===== config.mk =====
export PLATFORM = sky130hd
export DESIGN_NAME = uart_tx_sched
export DESIGN_NICKNAME = d
export VERILOG_FILES = /design/src/rtl/uart_tx_sched.sv
export SDC_FILE = /design/constraint.sdc
export NUM_CORES = 1
export LEC_CHECK = 0
export BUFFER_PORTS_ARGS = -buffer_cell sky130_fd_sc_hd__buf_2
export CAP_MARGIN = 0
export CELL_PAD_IN_SITES_DETAIL_PLACEMENT = 1
export CELL_PAD_IN_SITES_GLOBAL_PLACEMENT = 2
export CORE_ASPECT_RATIO = 1.4
export CORE_MARGIN = 2
export CORE_UTILIZATION = 30
export CTS_CLUSTER_DIAMETER = 50
export DETAILED_ROUTE_END_ITERATION = 8
export GPL_TIMING_DRIVEN = 0
export PLACE_DENSITY = 0.79
export SYNTH_ARGS = -nofsm -noshare
export SYNTH_HDL_FRONTEND = slang
export SYNTH_SLANG_ARGS = --single-unit

===== constraint.sdc =====
create_clock -name clk -period 2.45 [get_ports clk]
set_input_delay 0.49 -clock clk [delete_from_list [all_inputs] [get_ports clk]]
set_output_delay 0.49 -clock clk [all_outputs]
set_load 0.02 [all_outputs]

===== src/rtl/uart_tx_sched.sv =====
// uart_tx_sched: two-requester arbiter and start/8-data/stop frame sequencer with a bit-rate divider.
// Define UART_TX_SCHED_RR_EN for round-robin arbitration; otherwise req0 always wins (fixed priority).
module uart_tx_sched #(
    parameter int CLKS_PER_BIT = 16,
    parameter int STOP_BITS    = 1
) (
    input  logic       clk,
    input  logic       resetn,
    input  logic       req0_valid,
    input  logic [7:0] req0_data,
    output logic       req0_ready,
    input  logic       req1_valid,
    input  logic [7:0] req1_data,
    output logic       req1_ready,
    output logic [7:0] tx_data,
    output logic [7:0] tx_ctrl,
    output logic       tx_bit_en,
    output logic       busy,
    output logic [1:0] grant
);
    localparam int DW = $clog2(CLKS_PER_BIT);
    typedef enum logic [1:0] {IDLE, START, DATA, STOP} state_t;
    state_t        state_q, state_d;
    logic [DW-1:0] div_q, div_d;
    logic [2:0]    bit_cnt_q, bit_cnt_d;
    logic          stop_cnt_q, stop_cnt_d;
    logic [7:0]    tx_data_q, tx_data_d, tx_ctrl_q, tx_ctrl_d;
    logic [1:0]    grant_q, grant_d;
    logic          tick, arb, pick0, pick1;
`ifdef UART_TX_SCHED_RR_EN
    logic          rr_q, rr_d;
`endif
    assign tick = div_q == DW'(CLKS_PER_BIT - 1);
    assign arb  = tick && (state_q == IDLE || (state_q == STOP && stop_cnt_q == 1'(STOP_BITS - 1)));
`ifdef UART_TX_SCHED_RR_EN
    // rr_q set means req1 is preferred when both requesters are valid
    assign pick0 = req0_valid && !(req1_valid && rr_q);
`else
    assign pick0 = req0_valid;
`endif
    assign pick1      = req1_valid && !pick0;
    assign req0_ready = arb && pick0;
    assign req1_ready = arb && pick1;
    assign tx_bit_en  = tick;
    assign tx_data    = tx_data_q;
    assign tx_ctrl    = tx_ctrl_q;
    assign grant      = grant_q;
    assign busy       = state_q != IDLE;
    // next-state: free-running divider, frame sequencing and arbitration on tick boundaries
    always_comb begin
        div_d      = tick ? '0 : div_q + 1'b1;
        state_d    = state_q;
        bit_cnt_d  = bit_cnt_q;
        stop_cnt_d = stop_cnt_q;
        tx_data_d  = tx_data_q;
        tx_ctrl_d  = tx_ctrl_q;
        grant_d    = grant_q;
`ifdef UART_TX_SCHED_RR_EN
        rr_d       = rr_q;
`endif
        if (arb) begin
            state_d   = (pick0 || pick1) ? START : IDLE;
            tx_ctrl_d = (pick0 || pick1) ? 8'h01 : 8'h00;
            grant_d   = {pick1, pick0};
            tx_data_d = pick0 ? req0_data : pick1 ? req1_data : tx_data_q;
`ifdef UART_TX_SCHED_RR_EN
            rr_d      = (pick0 || pick1) ? pick0 : rr_q;
`endif
        end else if (tick) begin
            case (state_q)
                START: begin
                    state_d   = DATA;
                    tx_ctrl_d = 8'h02;
                    bit_cnt_d = '0;
                end
                DATA: begin
                    bit_cnt_d = bit_cnt_q + 3'd1;
                    if (bit_cnt_q == 3'd7) begin
                        state_d    = STOP;
                        tx_ctrl_d  = 8'h00;
                        stop_cnt_d = 1'b0;
                    end
                end
                STOP:    stop_cnt_d = stop_cnt_q + 1'b1;
                default: ;
            endcase
        end
    end
    // state registers; reset drops any in-flight frame and idles the line
    always_ff @(posedge clk or posedge resetn) begin
        if (resetn) begin
            state_q    <= IDLE;
            div_q      <= '0;
            bit_cnt_q  <= '0;
            stop_cnt_q <= 1'b0;
            tx_data_q  <= 8'h00;
            tx_ctrl_q  <= 8'h00;
            grant_q    <= 2'b00;
`ifdef UART_TX_SCHED_RR_EN
            rr_q       <= 1'b0;
`endif
        end else begin
            state_q    <= state_d;
            div_q      <= div_d;
            bit_cnt_q  <= bit_cnt_d;
            stop_cnt_q <= stop_cnt_d;
            tx_data_q  <= tx_data_d;
            tx_ctrl_q  <= tx_ctrl_d;
            grant_q    <= grant_d;
`ifdef UART_TX_SCHED_RR_EN
            rr_q       <= rr_d;
`endif
        end
    end
endmodule


======== After elaboration in Yosys (flattened, before gate mapping) ========
Index checks and enable logic that the tools add are counted.
word-level totals
  bits in registers ....................... 28
  word-level logic and storage cells ...... 54
  output and inout bits ................... 22
  input port bits ......................... 20
operators by class
  add/sub/neg operators ................... 3
  mux-type cells .......................... 16
  reductions and logical operators ........ 19
  bitwise logic cells ..................... 2
  eq/ne operators ......................... 7
operators with widths
  operator               number
  $mux W8                5
  $pmux W8 S2            1
  $reduce_bool A2 Y1     5
  $mux W2                3
  $pmux W3 S2            1
  $reduce_and A3 Y1      2
  $logic_and A1 B1 Y1    5
  $add A4 B1 Y4 const B  1
  $eq A2 B2 Y1 const B   2
  $eq A4 B4 Y1 const B   1
  $mux W4                1
  $pmux W2 S2            1
  $reduce_and A4 Y1      1
  $add A3 B1 Y3 const B  1
  $eq A3 B3 Y1 const B   1
  $mux W1                3
  $ne A3 B3 Y1 const B   1
  $reduce_bool A3 Y1     1
  $eq A2 B1 Y1 const B   1
  $logic_not A2 Y1       1
  $logic_or A1 B1 Y1     2
  $ne A2 B2 Y1 const B   1
  $not A1 Y1             2
  $pmux W1 S2            1
  other kinds (3)        3

======== Longest topological paths before layout ========
Gate-level depths: netlist of run 1.
  depth in word-level cells ............... 6
  depth in mapped cells ................... 6
  depth with buffers taken out ............ 5

======== Worst setup path before layout of run 1 ========
No wires, ideal clock.
  path type ............................... register to output
  start ................................... reg div_q[0]
  end ..................................... out req0_ready
  buffers on the path ..................... 0
  arrival time ............................ 1281 ps
  cell stages (with the launch flop) ...... 6
  data required time ...................... 1960 ps
  slack ................................... 679 ps
  path through ............................ dfrtp_1 > ha_1 > nand3_4 > clkinv_4 > o21a_2 > and2_1
between the ends
  word-level cells in the longest chain between the ends .. 3
RTL lines
  element                 line  text
  start, declared         24    logic [DW-1:0] div_q, div_d;
  start signal, assigned  104   div_q <= div_d;
  $eq A4 B4 Y1            33    assign tick = div_q == DW'(CLKS_PER_BIT - 1);
  via tx_bit_en           17    output logic tx_bit_en,
  $logic_and A1 B1 Y1     34    assign arb = tick && (state_q == IDLE || (state_q == STOP && stop_cnt_q == 1'(STOP_BITS - 1)));
  $logic_and A1 B1 Y1     42    assign req0_ready = arb && pick0;
  end, declared           11    output logic req0_ready,
The timed path passes the listed nets, and every way through them passes these cells.

======== Final worst setup path of run 1 ========
  start ................................... reg div_q[0]
  end ..................................... out req1_ready
between the ends
  word-level cells in the longest chain between the ends .. 3
RTL lines
  element              line  text
  $eq A4 B4 Y1         33
  $logic_and A1 B1 Y1  34
  $logic_and A1 B1 Y1  43    assign req1_ready = arb && pick1;
  end, declared        14    output logic req1_ready,
Every way passes these cells.

==> results.ini, run 1 <==
[placed_design]
port-buffer-count=35
placed_cell_area_sq_mm=0.001464
dp_worst_setup_slack_ns=0.4716
place_hpwl_mm=2.035
routabilityCongestion=0.7249

[critical_path]
sequence_of_cells_on_the_critical_path=ha_1, nand3_4, clkinv_4, o21a_2, and2_1, buf_2
worstSetupStartpointType=flop
timing.critical_path.slowest_stage_cell=dfrtp_1
setup.worst_path.end_class=output pin
critical_path.max_stage_delay_ns=0.39
critPathRequiredTime_ns=1.96
timing.reg2reg.worst_path_depth=6
critical_path.max_fanout=8
setup.worst_path.class=flop to output pin
critPathArrivalTime_ns=1.74

[route]
post_drt_via_cell_ratio=4.686
drt_iter0_markers=16
detail_route.wirelength_mm=2.606
dr_total_vias=881
drc_errors=0
first_pass_iters=2
postRouteAntennaNets=0
wl_per_cell_um=13.86

[timing]
final_hold_viols=0
finalClockSkew_ns=0.003515
fin_crit_ns=2.226
totalNegativeSetupSlack_ns=0
tightestPinTransition_ns=0.8404
rsz0062_at_grt=no
finalMaxSlewViolations=0
setup-violations-final=0
min_period_over_period=0.9084
max-slew-margin-rel=0.4391
post-route-worst-setup-slack_ns=0.2245
max_freq_mhz=449.3

[global_routing]
use_met2=0.2102
groute.layer.met3.usage=0.01629
grt_first_pass_wirelength_mm=4.195
pin_count_of_the_biggest_net_entering_global_routing=23
grt.overflow.total=0
gr-usage-all-layers=0.1194
grt_most_used_layer=met2
first_global_vias=938
grt.met1_usage=0.1337
antenna_found_initial=0

[finish]
nFillCells=463
final_cell_area_sq_mm=0.001535
area_growth_syn_to_layout_pct=26.23
fin_nets=173
insertedDiodeCount=0
post_route_cells_drive_above_1_share=0.4621

[yosys]
synthXorXnorAreaFrac=0.007202
synth_top_cell_by_area=dfrtp_1
mux_share_of_post_synthesis_cell_area=0.1996
yosys-top-cells-area=dfrtp_1 45%, mux2_4 9.9%, mux2_2 8.3%, ha_1 7.2%, buf_4 3.7%
ys_async_sr_fraction=1.000
synth_commonest_cells=22 x dfrtp_1, 9 x mux2_2, 8 x mux2_4, 8 x o21ai_0, 7 x ha_1
yosys_warnings=0
share_of_the_synthesized_area_in_the_top_cell_type=0.4527
synth-compound-area-share=0.09877
syn-instance-count=101
synth_simple_gate_area_share=0.08436
count_of_cell_types_in_the_netlist=29
synth-edff-count=0
ys_dominant_reg_cell=dfrtp_1
yosysSeqAreaShare=0.4527
synthAdderAreaFrac=0.07202
dominant_combinational_cell_family_by_area_after_synthesis=multiplexers
synthesis.area_sq_mm=0.001216
yosys.cell_count.top_type=dfrtp_1
ys_ff_latch=22
syn_area_per_cell_sq_um=12.04

[cts]
clock_pin_slew_on_the_worst_setup_and_hold_paths_ns=0.08
worst_case_clock_buffer_depth=2
post-cts-setup-buffer-count=0
h-tree-depth=1
tritoncts_num_sinks=22
resize_count_post_cts=0
clock_tree.root_cell=clkbuf_8
worstSkewPairLatency_ns=0.27
number_of_clock_buffers_inserted_by_tritoncts=3
cts_tree=built
post_cts_hold_buffer_count=0

[floorplan]
die-width_um=57.81
boundaryPins=42
die_y_um=79.34
die_area_sq_mm=0.004586
start_util=0.3103
core-area_sq_mm=0.003919
floorplan.rows=27

[pwr]
vdd.ir_drop.worst_mv=0.2392
power_frac_clock=0.450
power.switching_fraction=0.1985
p_leak_nw=0.8264
p_int_mw=0.6088
power_switching_mw=0.1508
power.sequential.fraction=0.478
power.share.combinational=0.072
power_density_mw_per_mm2=494.7

[run]
maxCapViolCount=0

[status]
result_of_the_run=finished, final reports clean

[worst_hold_path]
min-delay-path-class=primary input to asynchronous set/reset pin

[final cells by class]
class | instances | area (sq um) | area share
tap | 43 | 53.80 | 0.03504
clock inverter | 1 | 30.03 | 0.01956
timing repair buffer | 35 | 175.2 | 0.1141
sequential | 22 | 550.5 | 0.3586
buffer | 8 | 68.82 | 0.04482
multi-input combinational | 69 | 584.3 | 0.3806
inverter | 7 | 31.28 | 0.02037
clock buffer | 3 | 41.29 | 0.02689
[layout by cell type, fill, tap and decap left out, drive strengths merged, types with 2 or more instances in the layout]
cell type | netlist | routed
conb | 1 | 6
nor2b | 2 | 2
nand3 | 4 | 4
mux2 | 18 | 18
a21oi | 4 | 4
dfrtp | 22 | 22
ha | 7 | 7
and2 | 3 | 3
inv | 6 | 6
o21ai | 8 | 8
nor2 | 2 | 2
buf | 7 | 42
clkbuf | 1 | 4
nand2 | 5 | 5
[state kept, by name (all words and copies together), names as in the netlist]
name        count
tx_ctrl         2
grant           2
stop_cnt_q      1
div_q           4
state_q         2
tx_data         8
bit_cnt_q       3
[per-layer routing]
layer / part of all wire / up-vias
met3: 0.032 / 5
li1: - / 420
met5: 0 / -
met2: 0.54 / 17
met1: 0.40 / 439
met4: 0.023 / 0
[cells by family (layout without fill, tap and decap cells)]
family | Yosys count | after routing
fa+ha+maj | 7 | 7
compound gates | 18 | 18
other cells | 1 | 6
buf+inv | 15 | 54
simple gates | 18 | 18
flops | 22 | 22
mux | 19 | 19
xor+xnor | 1 | 1
[power by group through the flow]
stage          registers (mW)  logic (mW)  clock network (mW)
2_1_floorplan           0.370      0.0357                   0
3_3_place_gp            0.370      0.0549                   0
3_5_place_dp            0.370      0.0564                   0
4_1_cts                 0.363      0.0566               0.357
5_1_grt                 0.363      0.0616               0.371
6_report                0.363      0.0551               0.342
[through the flow]
step | utilization | cells | hold slack, ns | power (mW)
after CTS | 0.3918 | 188 | 0.4246 | 0.7762
after floorplan | - | 106 | 0.4521 | 0.4056
after global placement | 0.3736 | 184 | 0.4678 | 0.4249
final | 0.3918 | 188 | 0.3718 | 0.7595
after global routing | 0.3918 | 188 | 0.4485 | 0.7952
after detailed placement | 0.3736 | 184 | 0.4789 | 0.4264
[worst max-delay path, delay by kind of cell (launching register included)]
family | cells | cell delay, ns
adder cells (fa/ha/maj) | 1 | 0.28
buffers and inverters | 2 | 0.27
AND/OR/NAND/NOR | 2 | 0.29
flip-flops | 1 | 0.39
AO/OA/AOI/OAI | 1 | 0.23
[worst paths after layout]
check / startpoint / end / slack (ns)
setup / recovery: div_q[0]$_DFF_PP0_ / req1_ready / 0.22
hold / removal: resetn / tx_data[2]$_DFFE_PP0P_ / 0.37
setup reg to reg: div_q[0]$_DFF_PP0_ / tx_data[2]$_DFFE_PP0P_ / 0.78
hold reg to reg: div_q[0]$_DFF_PP0_ / div_q[0]$_DFF_PP0_ / 0.48
max in group asynchronous: resetn / bit_cnt_q[1]$_DFFE_PP0P_ / 1.55
min in group clk: div_q[0]$_DFF_PP0_ / div_q[0]$_DFF_PP0_ / 0.48
No activity file was read; power rests on OpenSTA's default activity.
==> inputs of run 2 (changes only) <==
- CORE_MARGIN: 2 -> 8
- CORE_UTILIZATION: 30 -> 33
- PLACE_DENSITY: 0.79 -> 0.85
==> run 2 against run 1 <==
Core utilization rose by 3.2 points. Largest cell class unchanged. Clock skew rose by 0.00098 ns. Fmax fell by 1.1%. Worst hold slack improved by 0.016 ns. Wire length rose by 10%. Critical endpoint is now req0_ready. Sequential cell count did not move.
==> results.ini, run 2 (synthesis results as in run 1) <==
[cts]
number_of_clock_buffers_inserted_by_tritoncts=3
tritoncts_num_sinks=22
post_cts_hold_buffer_count=0
resize_count_post_cts=0
cts_tree=built
h-tree-depth=1
clock_tree.root_cell=clkbuf_8
worstSkewPairLatency_ns=0.26
worst_case_clock_buffer_depth=2
clock_pin_slew_on_the_worst_setup_and_hold_paths_ns=0.08
post-cts-setup-buffer-count=0

[route]
wl_per_cell_um=15.40
first_pass_iters=2
post_drt_via_cell_ratio=4.733
postRouteAntennaNets=0
drt_iter0_markers=31
dr_total_vias=885
detail_route.wirelength_mm=2.879
drc_errors=0

[critical_path]
timing.reg2reg.worst_path_depth=6
critical_path.reg2reg.endpoint=tx_data[0]$_DFFE_PP0P_
critical_path.max_fanout=8
timing.reg2reg.setup_slack_ns=0.75
timing.rr.start=div_q[0]$_DFF_PP0_
worstSetupStartpointType=flop
setup.worst_path.class=flop to output pin
critPathRequiredTime_ns=1.96
setup.worst_path.end_class=output pin
critPathArrivalTime_ns=1.76

[timing]
finalClockSkew_ns=0.004493
finalMaxSlewViolations=0
rsz0062_at_grt=no
tightestPinTransition_ns=0.8479
totalNegativeSetupSlack_ns=0
fin_worst_hold_slack_ns=0.3880
fin_crit_ns=2.251
min_period_over_period=0.9187
final_hold_viols=0
max-slew-margin-rel=0.4341
setup-violations-final=0
max_freq_mhz=444.3

[finish]
post_route_cells_drive_above_1_share=0.4621
most-common-layout-cells=35 x buf_2, 22 x dfrtp_1, 9 x mux2_2
multiInputGateArea_sq_um=584.3
final_cell_area_sq_mm=0.001518
fin_nets=173
nFillCells=424
area.sequential_sq_um=550.5
layout_commonest_cell=buf_2
largest_register_ffs=8
insertedDiodeCount=0
area_growth_syn_to_layout_pct=24.79

[global_routing]
first_global_vias=1004
antenna_found_initial=0
grt.met1_usage=0.1147
use_met2=0.1894
grt_first_pass_wirelength_mm=4.857
pin_count_of_the_biggest_net_entering_global_routing=23
gr-usage-all-layers=0.1072
grt.overflow.total=0
grt_most_used_layer=met2
groute.layer.met3.usage=0.01793

[floorplan]
boundaryPins=42
die_y_um=87.83
die_area_sq_mm=0.005911
start_util=0.3399
die-width_um=67.31
core-area_sq_mm=0.003578
floorplan.rows=26

[pwr]
power.share.combinational=0.082
power.switching_fraction=0.2127
power.sequential.fraction=0.535
p_leak_nw=0.8194
power_density_mw_per_mm2=446.6
power_switching_mw=0.1442
power_frac_clock=0.382
p_int_mw=0.5336
vdd.ir_drop.worst_mv=0.2856

[placed_design]
port-buffer-count=35
placed_cell_area_sq_mm=0.001463
routabilityCongestion=0.8237
place_hpwl_mm=2.340

[status]
result_of_the_run=finished, final reports clean

[run]
maxCapViolCount=0

[worst_hold_path]
min-delay-path-class=primary input to asynchronous set/reset pin

## run 2: power groups by stage
stage	registers [mW]	clock network [mW]	logic [mW]
after floorplan	0.370	0	0.0357
after global placement	0.370	0	0.0542
after detailed placement	0.370	0	0.0566
after CTS	0.363	0.266	0.0567
after global routing	0.363	0.284	0.0623
final	0.363	0.259	0.0559
## run 2: metal layers
layer / vias to the layer above / routed length [um]
met5: - / 0
met4: 0 / 82
met3: 6 / 163
met2: 27 / 1597
met1: 430 / 1036
li1: 422 / -
## run 2: how the worst max path moves through the flow
stage	endpoint	from	depth (start not counted)	slack [ns]
2_1_floorplan	req0_ready	div_q[0]$_DFF_PP0_	5	0.68
3_3_place_gp	req1_ready	req0_valid	5	0.50
3_5_place_dp	req1_ready	req0_valid	5	0.47
4_1_cts	req0_ready	div_q[0]$_DFF_PP0_	6	0.17
5_1_grt	req1_ready	div_q[0]$_DFF_PP0_	6	0.06
6_report	req0_ready	div_q[0]$_DFF_PP0_	6	0.20
## run 2: layout make-up
class                           instances  share of cell area
Tap cell                               42             0.03462
Buffer                                  8             0.04534
Timing Repair Buffer                   35              0.1154
Sequential cell                        22              0.3627
Clock buffer                            4             0.03627
Inverter                                7             0.02061
Multi-Input combinational cell         69              0.3850
## run 2: per-stage QoR
| step | cells | utilization | power (mW) | worst slack [ns] |
|---|---|---|---|---|
| 2_1_floorplan | 106 | - | 0.4056 | 0.6787 |
| 3_3_place_gp | 183 | 0.4087 | 0.4242 | 0.5049 |
| 3_5_place_dp | 183 | 0.4087 | 0.4266 | 0.4686 |
| 4_1_cts | 187 | 0.4241 | 0.6854 | 0.1728 |
| 5_1_grt | 187 | 0.4241 | 0.7087 | 0.05756 |
| 6_report | 187 | 0.4241 | 0.6778 | 0.1991 |
## run 2: worst max-delay path, stage by stage, from the launching register on
cell and delay [ns]:
dfrtp_1 0.40, ha_1 0.30, nand3_4 0.14, clkinv_4 0.11, o21a_2 0.23, and2_1 0.15
buf_2 0.16
